--- config.mk ---
export PLATFORM = sky130hd
export DESIGN_NAME = master_tx
export DESIGN_NICKNAME = d
export VERILOG_FILES = /design/src/rtl/master_tx_pkg.sv /design/src/rtl/master_fifo.sv /design/src/rtl/master_tx.sv
export SDC_FILE = /design/constraint.sdc
export NUM_CORES = 1
export LEC_CHECK = 0
export CORE_MARGIN = 3
export CORE_UTILIZATION = 53
export DETAILED_ROUTE_END_ITERATION = 10
export PLACE_DENSITY = 0.78
export REMOVE_ABC_BUFFERS = 1
export SYNTH_ARGS = -nofsm -noshare
export SYNTH_HDL_FRONTEND = slang
export SYNTH_SLANG_ARGS = --single-unit
--- constraint.sdc ---
create_clock -name clk -period 2.9 [get_ports clk]
set_clock_uncertainty 0.15 [all_clocks]
set_input_delay 0.58 -clock clk [delete_from_list [all_inputs] [get_ports clk]]
set_output_delay 0.58 -clock clk [all_outputs]
set_load 0.02 [all_outputs]
--- src/rtl/master_tx_pkg.sv ---
`default_nettype none
// ============================================================================
// Module      : master_tx_pkg
// Description : Shared state encodings and handshake byte width for master_tx.
// Revision    : 1.0 - initial release
// ============================================================================
package master_tx_pkg;

    localparam int c_BYTE_W = 8;

    typedef enum logic [1:0] {
        S_IDLE  = 2'd0,
        S_REQ   = 2'd1,
        S_ABORT = 2'd2
    } state_t;

endpackage
`default_nettype wire

--- src/rtl/master_fifo.sv ---
`default_nettype none
// ============================================================================
// Module      : master_fifo
// Description : Synchronous DEPTH x 8 FIFO with show-ahead head and full/empty/count.
// Revision    : 1.0 - initial release
// ============================================================================
module master_fifo
    import master_tx_pkg::*;
#(
    parameter int DEPTH = 4
) (
    input  logic                     clk,
    input  logic                     rst,
    input  logic                     i_push,
    input  logic [c_BYTE_W-1:0]      i_wdata,
    input  logic                     i_pop,
    output logic [c_BYTE_W-1:0]      o_head,
    output logic                     o_full,
    output logic                     o_empty,
    output logic [$clog2(DEPTH):0]   o_count
);

    localparam int c_AW = $clog2(DEPTH);

    logic [c_BYTE_W-1:0] r_mem [DEPTH];
    logic [c_AW:0]       r_wr_ptr;
    logic [c_AW:0]       r_rd_ptr;
    logic                w_push;
    logic                w_pop;

    // Extra MSB on each pointer distinguishes full from empty when indices match.
    assign o_empty = (r_wr_ptr == r_rd_ptr);
    assign o_full  = (r_wr_ptr[c_AW] != r_rd_ptr[c_AW]) &&
                     (r_wr_ptr[c_AW-1:0] == r_rd_ptr[c_AW-1:0]);
    assign o_count = r_wr_ptr - r_rd_ptr;
    assign o_head  = r_mem[r_rd_ptr[c_AW-1:0]];

    assign w_push  = i_push && !o_full;
    assign w_pop   = i_pop && !o_empty;

    always_ff @(posedge clk) begin
        if (!rst) begin
            r_wr_ptr <= '0;
            r_rd_ptr <= '0;
        end else begin
            if (w_push) begin
                r_wr_ptr <= r_wr_ptr + (c_AW+1)'(1);
            end
            if (w_pop) begin
                r_rd_ptr <= r_rd_ptr + (c_AW+1)'(1);
            end
        end
    end

    always_ff @(posedge clk) begin
        if (w_push) begin
            r_mem[r_wr_ptr[c_AW-1:0]] <= i_wdata;
        end
    end

endmodule
`default_nettype wire

--- src/rtl/master_tx.sv ---
`default_nettype none
// ============================================================================
// Module      : master_tx
// Description : Byte master toward the slave handshake stage: FIFO, request FSM,
//               ready timeout and transfer counter.
// Revision    : 1.0 - initial release
// ============================================================================
module master_tx
    import master_tx_pkg::*;
#(
    parameter int DEPTH   = 4,
    parameter int TIMEOUT = 16,
    parameter int CNT_W   = 16
) (
    input  logic                 clk,
    input  logic                 rst,
    input  logic                 i_src_valid,
    input  logic [c_BYTE_W-1:0]  i_src_data,
    output logic                 o_src_ready,
    input  logic                 i_ready,
    output logic                 o_valid,
    output logic                 o_data_en,
    output logic [c_BYTE_W-1:0]  o_data_in,
    output logic                 o_busy,
    output logic                 o_timeout_err,
    input  logic                 i_err_clr,
    output logic [CNT_W-1:0]     o_tx_count
);

    localparam int c_AW = $clog2(DEPTH);
    localparam int c_TW = $clog2(TIMEOUT);

    state_t              r_state;
    logic                r_req;
    logic                r_busy;
    logic                r_err;
    logic [c_TW-1:0]     r_timer;
    logic [CNT_W-1:0]    r_tx_count;

    logic [c_BYTE_W-1:0] w_head;
    logic                w_full;
    logic                w_empty;
    logic [c_AW:0]       w_count;
    logic                w_push;
    logic                w_pop;
    logic                w_last;

    assign w_push = i_src_valid && !w_full;
    assign w_pop  = r_req && i_ready;
    // The pop drains the FIFO only if nothing refills it on the same edge.
    assign w_last = (w_count == (c_AW+1)'(1)) && !w_push;

    master_fifo #(
        .DEPTH   (DEPTH)
    ) u_fifo (
        .clk     (clk),
        .rst     (rst),
        .i_push  (w_push),
        .i_wdata (i_src_data),
        .i_pop   (w_pop),
        .o_head  (w_head),
        .o_full  (w_full),
        .o_empty (w_empty),
        .o_count (w_count)
    );

    always_ff @(posedge clk) begin
        if (!rst) begin
            r_state    <= S_IDLE;
            r_req      <= 1'b0;
            r_busy     <= 1'b0;
            r_err      <= 1'b0;
            r_timer    <= '0;
            r_tx_count <= '0;
        end else begin
            if (i_err_clr) begin
                r_err <= 1'b0;
            end
            case (r_state)
                S_IDLE: begin
                    r_timer <= '0;
                    if (!w_empty) begin
                        r_state <= S_REQ;
                        r_req   <= 1'b1;
                        r_busy  <= 1'b1;
                    end
                end
                S_REQ: begin
                    if (i_ready) begin
                        r_timer    <= '0;
                        r_tx_count <= r_tx_count + CNT_W'(1);
                        if (w_last) begin
                            r_state <= S_IDLE;
                            r_req   <= 1'b0;
                            r_busy  <= 1'b0;
                        end
                    end else if (r_timer == c_TW'(TIMEOUT - 1)) begin
                        // Abort keeps the head byte; a later assignment lets the set beat err_clr.
                        r_state <= S_ABORT;
                        r_req   <= 1'b0;
                        r_timer <= '0;
                        r_err   <= 1'b1;
                    end else begin
                        r_timer <= r_timer + c_TW'(1);
                    end
                end
                S_ABORT: begin
                    r_state <= S_IDLE;
                    r_busy  <= 1'b0;
                end
                default: begin
                    r_state <= S_IDLE;
                    r_req   <= 1'b0;
                    r_busy  <= 1'b0;
                    r_timer <= '0;
                end
            endcase
        end
    end

    assign o_src_ready   = !w_full;
    assign o_valid       = r_req;
    assign o_data_en     = r_req;
    assign o_data_in     = r_req ? w_head : '0;
    assign o_busy        = r_busy;
    assign o_timeout_err = r_err;
    assign o_tx_count    = r_tx_count;

endmodule
`default_nettype wire

Word level (Yosys, flattened, before mapping) --
Memory sizes are Yosys's and may differ from the RTL's. A register that Yosys moved wholly into a read port is not among the register bits. Index checks and enable logic that the tools add are counted.
Operators by class: $add $sub $neg 5, eq/ne operators 12, muxes and demuxes 24, bitwise logic cells 1, reduce and logical (&&, ||, !) cells 14
Operators by type and width (number):
- 16-bit by 1-bit adder with 16-bit output (second input constant) | 1
- 2-bit two-way mux | 6
- 1-bit two-way mux | 11
- 4-bit two-way mux | 2
- 8-bit two-way mux | 1
- 4-bit one-hot mux with 2 select lines | 1
- 3-bit by 1-bit adder with 3-bit output (second input constant) | 2
- 1-bit logical AND | 6
- 2-bit != test (second input constant) | 3
- 3-bit != test (second input constant) | 2
- 3-bit AND reduction | 2
- 4-bit by 1-bit adder with 4-bit output (second input constant) | 1
- 4-bit equality test (second input constant) | 1
- 2-bit one-hot mux with 2 select lines | 1
- 4-bit AND reduction | 1
- 3-bit by 1-bit equality test with 1-bit output (second input constant) | 1
- 3-bit equality test | 1
- 1-bit logical NOT | 3
- 1-bit one-hot mux with 3 select lines | 1
- 3-bit subtractor | 1
- 2-bit by 1-bit equality test with 1-bit output (second input constant) | 1
- 2-bit equality test | 1
- 2-bit equality test (second input constant) | 1
- 2-bit logical NOT | 1
- 4 further kinds | 4
Word-level totals: bits in registers 31, memory bits (writable) 32, bits of input ports 13, word-level logic and storage cells 65, memories kept 1
Memories:
- u_fifo.r_mem | words 4, width 8, read ports 1, clocked after Yosys merged registers in 1, wr ports 1, line master_fifo.sv:25 | logic [c_BYTE_W-1:0] r_mem [DEPTH];

Logic depth before layout (Yosys ltp) --
Gate-level depths: netlist (run 1).
depth in word-level cells 9, depth in mapped cells 7

Cells and area by module --
Synthesis (run 1) repeated with hierarchy kept, for this count alone.
Unflattened totals: cell total of the unflattened synthesis 258, area total of the unflattened synthesis 3000.4 µm²
By module, submodules not included:
- master_fifo | instances 1, cells an instance 111, area an instance 1769.2 µm², sequential area each 1121.1 µm²
- master_tx | instances 1, cells an instance 147, area an instance 1231.2 µm², sequential area each 500.5 µm²

Least setup slack after synthesis (run 1) --
No wires, ideal clock.
path type register to register, start point register u_fifo.r_wr_ptr[0], end point register r_req (netlist: o_data_en), library setup time 0.091 ns, arrival 1.844 ns, data required time 2.659 ns, path slack 0.815 ns, cell stages (with the launch flop) 8, path through dfxtp_1 -> inv_1 -> ha_1 -> fa_1 -> inv_1 -> o41ai_2 -> a31oi_1 -> a311oi_1
Between the ends: longest elaborated chain between the ends 8, elaborated cells between the ends (all ways) 12, classes of those cells add/sub (1); eq/ne (5); reduce/logical (6)
RTL lines:
- start, declared | line master_fifo.sv:26 | logic [c_AW:0] r_wr_ptr;
- start signal, assigned | line master_fifo.sv:47 | r_wr_ptr <= r_wr_ptr + (c_AW+1)'(1);
- branches (longest 7 deep; another with 3-bit subtractor)
- 4-bit AND reduction (no source line) (*)
- end signal, assigned | line master_tx.sv:70 | r_req <= 1'b0;
- end signal, assigned | line master_tx.sv:84 | r_req <= 1'b1;
- end signal, assigned | line master_tx.sv:94 | r_req <= 1'b0;
- end, declared | line master_tx.sv:34 | logic r_req;
Every way passes the cells marked *. A chain may end at the register's enable or synchronous reset.

==> impl_metrics.json, run 1 <==
{
  "outcome": "finished, final reports clean",
  "most-common-layout-cells": "40 x clkdlybuf4s50_1, 33 x dfxtp_1, 32 x edfxtp_1",
  "synth_cell_types": 46,
  "via_per_inst": 5.517,
  "io_pins": 42,
  "cts.clk_slew.worst_paths_ns": 0.07,
  "multiInputGateArea_mm2": 0.001114,
  "initial_utilization_pct": 57.20,
  "synth-seq-cells": 65,
  "area_growth_pct": 23.39,
  "final.setup.tns_ns": 0,
  "critPathKind": "reg -> out",
  "finalCritPeriodShare_pct": 94.52,
  "ys.warnings.count": 0,
  "diodes": 0,
  "die_w_um": 78.80,
  "relSlewSlack_pct": 62.84,
  "required_ns": 2.17,
  "gp_congestion": 0.7624,
  "holdCritPathClass": "reg -> reg",
  "cellPowerDensity_mw_per_mm2": 571.8,
  "firstDrtPassIters": 4,
  "synth_edf_count": 32,
  "synth_top_family_by_area": "simple AND/OR/NAND/NOR gates",
  "regToRegSetupSlack_ns": 0.60,
  "htreeDepth": 3,
  "vias": 1909,
  "instances_no_fill": 346,
  "fin_crit_ns": 2.741,
  "endpoint": "o_data_in[7]",
  "muxShareOfSynthArea_pct": 7.483,
  "place_inst": 330,
  "wirelength_um": 5368,
  "hpwl_um": 3838,
  "die_h_um": 78.80,
  "yosysSeqAreaShare_pct": 57.73,
  "total_power_mw": 1.982,
  "track_usage_pct": 19.07,
  "synth_top_flop_cell": "dfxtp_1",
  "clkLatencyLatePin_ns": 0.33,
  "reg2reg_to": "o_data_en",
  "finalSetupViolations": 0,
  "grt_max_degree": 16,
  "netlist_instances": 227,
  "root_buffer": "clkbuf_8",
  "worstRegToRegCells": 7,
  "cts_max_path_buffers": 2,
  "dieArea_mm2": 0.006209,
  "crit_arrival_ns": 2.01,
  "slew_violations": 0,
  "worst_slew_pin_slew_ns": 0.5561,
  "antenna_left": 0,
  "rows": 25,
  "wl_per_cell_um": 15.51,
  "cts_buffers": 9,
  "start_kind": "flip-flop",
  "vdd_drop_max_mv": 0.3164,
  "synth_xor_area_share_pct": 4.900,
  "leakage_nw": 1.212,
  "core-area_mm2": 0.004911,
  "utilization_pct": 70.57,
  "grt_overflow": 0,
  "syn_area_mm2": 0.002809,
  "grt_pass1_vias": 1921,
  "drt-initial-drc-count": 130,
  "synthAdderAreaFrac_pct": 4.722,
  "max_freq_mhz": 364.8,
  "synth_compound_gate_area_share_pct": 7.528,
  "antenna_found_initial": 0,
  "drc": 0,
  "synthSimpleGateAreaFrac_pct": 14.92,
  "seqCellArea_mm2": 0.001622,
  "avgSynthCellArea_um2": 12.37,
  "crit_path_end_kind": "output port",
  "cap_violations": 0,
  "nets": 297,
  "cts_sinks": 65,
  "final_layout_size_suffix_gt1_share_pct": 10.39,
  "port_buffers": 41,
  "postSynth.asyncResetShare_pct": 0,
  "grt_pass1_wl_um": 8983,
  "crit_fanout": 4,
  "r2r_start": "u_fifo.r_wr_ptr[0]",
  "mostFrequentLayoutCell": "clkdlybuf4s50_1",
  "rsz0062_at_grt": "false",
  "cts_tree": "built",
  "finalHoldViolations": 0,
  "n_fill_cell": 375
}
==> cell usage after synthesis (5+ instances only) <==
cell / n / share of area (%)
xnor2_1: 5 / 1.6
edfxtp_1: 32 / 34
nand2_1: 8 / 1.1
mux4_2: 8 / 6.4
ha_1: 9 / 4.0
inv_1: 8 / 1.1
or3_1: 5 / 1.1
clkbuf_1: 5 / 0.67
nand4_1: 5 / 1.1
dfxtp_1: 33 / 24
a21oi_1: 8 / 1.4
a31oi_1: 5 / 1.1
and2_1: 12 / 2.7
xor2_1: 8 / 2.5
nand3_1: 10 / 1.8
nor2_1: 21 / 2.8
o21ai_0: 6 / 1.1
==> per-stage QoR <==
step	setup slack (ns)	hold WS (ns)	area, um^2
2_1_floorplan	0.8042	0.3188	2763
3_3_place_gp	0.3755	0.3234	3287
3_5_place_dp	0.3231	0.3430	3287
4_1_cts	0.1265	0.3538	3466
5_1_grt	0.1001	0.3746	3466
6_report	0.1590	0.3512	3466
==> cell type report <==
type	count	area share, %
flip-flops and latches	65	46.79
repair buffers	45	12.67
clock inverters	5	1.336
clock buffers	11	3.791
multi-input cells	145	32.13
well taps	67	2.419
inverters	8	0.8664
==> cells by family (layout without fill, tap and decap cells) <==
logic type / Yosys count / in the layout
simple gates: 78 / 78
fa+ha+maj: 10 / 10
flops: 65 / 65
mux: 11 / 11
xor+xnor: 14 / 14
compound gates: 32 / 32
buf+inv: 17 / 69
==> worst max-delay path, stage by stage (launching register included) <==
cell	delay, ns
dfxtp_1	0.33
buf_4	0.16
mux4_2	0.50
and2_1	0.17
clkdlybuf4s50_1	0.53
==> sequential cells by signal (all words and copies together) (netlist names), named ones only <==
signal and cells:
o_tx_count 16, o_timeout_err 1, o_data_en 1, o_busy 1, u_fifo.r_rd_ptr 3, u_fifo.r_mem 32
r_state 2, r_timer 4, u_fifo.r_wr_ptr 3
==> how the worst min path moves through the flow <==
stage / slack [ns] / from / endpoint / depth (start not counted)
after global placement: 0.32 / o_tx_count[15] / o_tx_count[15] / 2
after CTS: 0.35 / o_tx_count[15] / o_tx_count[15] / 2
after global routing: 0.37 / o_timeout_err / o_timeout_err / 1
after floorplan: 0.32 / r_timer[3] / r_timer[3] / 2
after detailed placement: 0.34 / o_timeout_err / o_timeout_err / 1
final: 0.35 / o_tx_count[15] / o_tx_count[15] / 2
==> per-layer routing <==
metal  wire (um)  global-route usage [%]
met1        2409                   24.42
met2        2634                   30.05
met3         223                   4.308
met4         101                   10.49
met5           0                       0
==> power by group <==
group	internal [mW]	switching (mW)	total, mW
logic	0.122	0.124	0.245
registers	1.00	0.0292	1.03
clock network	0.387	0.316	0.703
total	1.51	0.469	1.98
==> repair_timing <==
| action | CTS | global route |
|---|---|---|
| resized for setup | 2 | 0 |
| hold buffers | 0 | 0 |
| buffers inserted | 0 | 0 |
| setup endpoints to repair | 1 | 0 |
(Power assumes the default switching activity.)
==> run 2, diff against run 1 <==
Settings changed: CTS_BUF_LIST set to sky130_fd_sc_hd__clkbuf_4 sky130_fd_sc_hd__clkbuf_8 sky130_fd_sc_hd__clkbuf_16, SETUP_SLACK_MARGIN set to 0.2.
==> run 2 against run 1 <==
Sequential share of layout area fell by 0.082 points. Die area unchanged. Sequential power is essentially flat. Final cell count unchanged. Global-route usage up 0.074 points. Hold slack barely moved. Register-to-register slack about the same. Flip-flop and latch count unchanged. Cell area rose by 0.25%. Highest routed layer unchanged.
==> impl_metrics.json, run 2 (same netlist as run 1, synthesis figures left out) <==
{
  "holdCritPathClass": "reg -> reg",
  "cts_tree": "built",
  "required_ns": 2.17,
  "rsz0062_at_grt": "false",
  "r2r_start": "u_fifo.r_wr_ptr[0]",
  "antenna_found_initial": 0,
  "power.share.combinational_pct": 11.9,
  "critPathLaunch": "u_fifo.r_wr_ptr[0]",
  "n_fill_cell": 368,
  "finalInstanceArea_mm2": 0.003475,
  "port_buffers": 41,
  "critPathKind": "reg -> out",
  "crit_arrival_ns": 1.86,
  "grt_pass1_vias": 1924,
  "regToRegSetupSlack_ns": 0.60,
  "fin_crit_ns": 2.589,
  "largest_reg_flops": 32,
  "path_cells": "inv_1 -> ha_4 -> nand2_1 -> or2_2 -> dlygate4sd2_1",
  "die_h_um": 78.80,
  "placed_area_mm2": 0.003287,
  "area_growth_pct": 23.70,
  "grt_max_degree": 16,
  "wl_per_cell_um": 15.57,
  "vias": 1890,
  "cts_buffers": 9,
  "slew_violations": 0,
  "grt_pass1_wl_um": 9018,
  "finalCritPeriodShare_pct": 89.27,
  "final_layout_size_suffix_gt1_share_pct": 11.47,
  "die_w_um": 78.80,
  "endpoint": "o_src_ready",
  "initial_utilization_pct": 57.20,
  "relSlewSlack_pct": 62.82,
  "final.setup.tns_ns": 0,
  "finalHoldViolations": 0,
  "p_sw_mw": 0.4722,
  "track_usage_pct": 19.14,
  "crit_fanout": 7,
  "antenna_left": 0,
  "vdd_drop_max_mv": 0.3144,
  "start_kind": "flip-flop",
  "worst_path_max_delay_cell": "dfxtp_1",
  "core-area_mm2": 0.004911,
  "finalSetupViolations": 0,
  "worstRegToRegCells": 7,
  "clkLatencyLatePin_ns": 0.33,
  "cts.clk_slew.worst_paths_ns": 0.07,
  "dieArea_mm2": 0.006209,
  "io_pins": 42,
  "grt_overflow": 0,
  "firstDrtPassIters": 4,
  "wirelength_um": 5387,
  "leakage_nw": 1.255,
  "crit_path_end_kind": "output port",
  "htreeDepth": 3,
  "cts_sinks": 65,
  "power.internal_mw": 1.525,
  "drc": 0,
  "cts_hold_buf": 0,
  "nets": 297,
  "root_buffer": "clkbuf_8",
  "diodes": 0,
  "most-common-layout-cells": "32 x dfxtp_1, 32 x clkdlybuf4s50_1, 32 x edfxtp_1",
  "via_per_inst": 5.462,
  "cellPowerDensity_mw_per_mm2": 574.7,
  "max_freq_mhz": 386.3,
  "cts_setup_buffers": 0,
  "switching_share_pct": 23.65,
  "seqPwrFrac_pct": 51.7,
  "reg2reg_to": "o_data_en",
  "cap_violations": 0,
  "outcome": "finished, final reports clean",
  "hpwl_um": 3838,
  "total_power_mw": 1.997,
  "drt-initial-drc-count": 140,
  "cts_max_path_buffers": 2,
  "worst_slew_pin_slew_ns": 0.5565,
  "gp_congestion": 0.7624,
  "slowest_delay_ns": 0.40,
  "p_clk_share_pct": 36.4,
  "rows": 25
}
[run 2: final cells by class]
| class | instances | area (um^2) | area share, % |
|---|---|---|---|
| Sequential cell | 65 | 1623 | 46.71 |
| Multi-Input combinational cell | 145 | 1124 | 32.34 |
| Timing Repair Buffer | 45 | 429.2 | 12.35 |
| Clock buffer | 11 | 138.9 | 3.997 |
| Tap cell | 67 | 83.83 | 2.413 |
| Clock inverter | 5 | 46.29 | 1.332 |
| Inverter | 8 | 30.03 | 0.8642 |
[run 2: repair_timing]
item,4_1_cts,5_1_grt
pin swaps,0,0
resized for setup,10,2
endpoints found under the setup margin,9,1
[run 2: critical path: cells and delay by family, from the launching register on]
family / cells / cell delay [ns]
flip-flops: 1 / 0.40
AND/OR/NAND/NOR: 2 / 0.36
adder cells (fa/ha/maj): 1 / 0.33
buffers and inverters: 2 / 0.45
[run 2: how the worst min path moves through the flow]
stage / from / end / cells past startpoint
3_3_place_gp: o_tx_count[15] / o_tx_count[15] / 2
5_1_grt: o_timeout_err / o_timeout_err / 1
3_5_place_dp: o_timeout_err / o_timeout_err / 1
4_1_cts: o_tx_count[15] / o_tx_count[15] / 2
2_1_floorplan: r_timer[3] / r_timer[3] / 2
6_report: o_tx_count[15] / o_tx_count[15] / 2
[run 2: stage by stage]
stage	utilization [%]	hold WS (ns)	worst slack [ns]	instances
2_1_floorplan	-	0.3188	0.8042	218
3_3_place_gp	66.93	0.3234	0.3755	330
3_5_place_dp	66.93	0.3430	0.3231	330
4_1_cts	70.52	0.3537	0.2108	346
5_1_grt	70.75	0.3746	0.2036	346
6_report	70.75	0.3513	0.3112	346
[run 2: metal layers]
metal	vias to the layer above	part of all wire, %	track usage (%)
li1	927	-	-
met2	35	50	30.22
met3	8	3.1	4.308
met1	920	45	24.49
met5	-	0	0
met4	0	1.8	10.49
[run 2: power by group through the flow]
stage                     combinational, mW  clock [mW]  sequential [mW]
after global placement                0.240           0             1.05
after global routing                  0.259       0.782             1.04
after CTS                             0.238       0.736             1.03
after detailed placement              0.246           0             1.05
after floorplan                       0.128           0             1.06
final                                 0.238       0.726             1.03
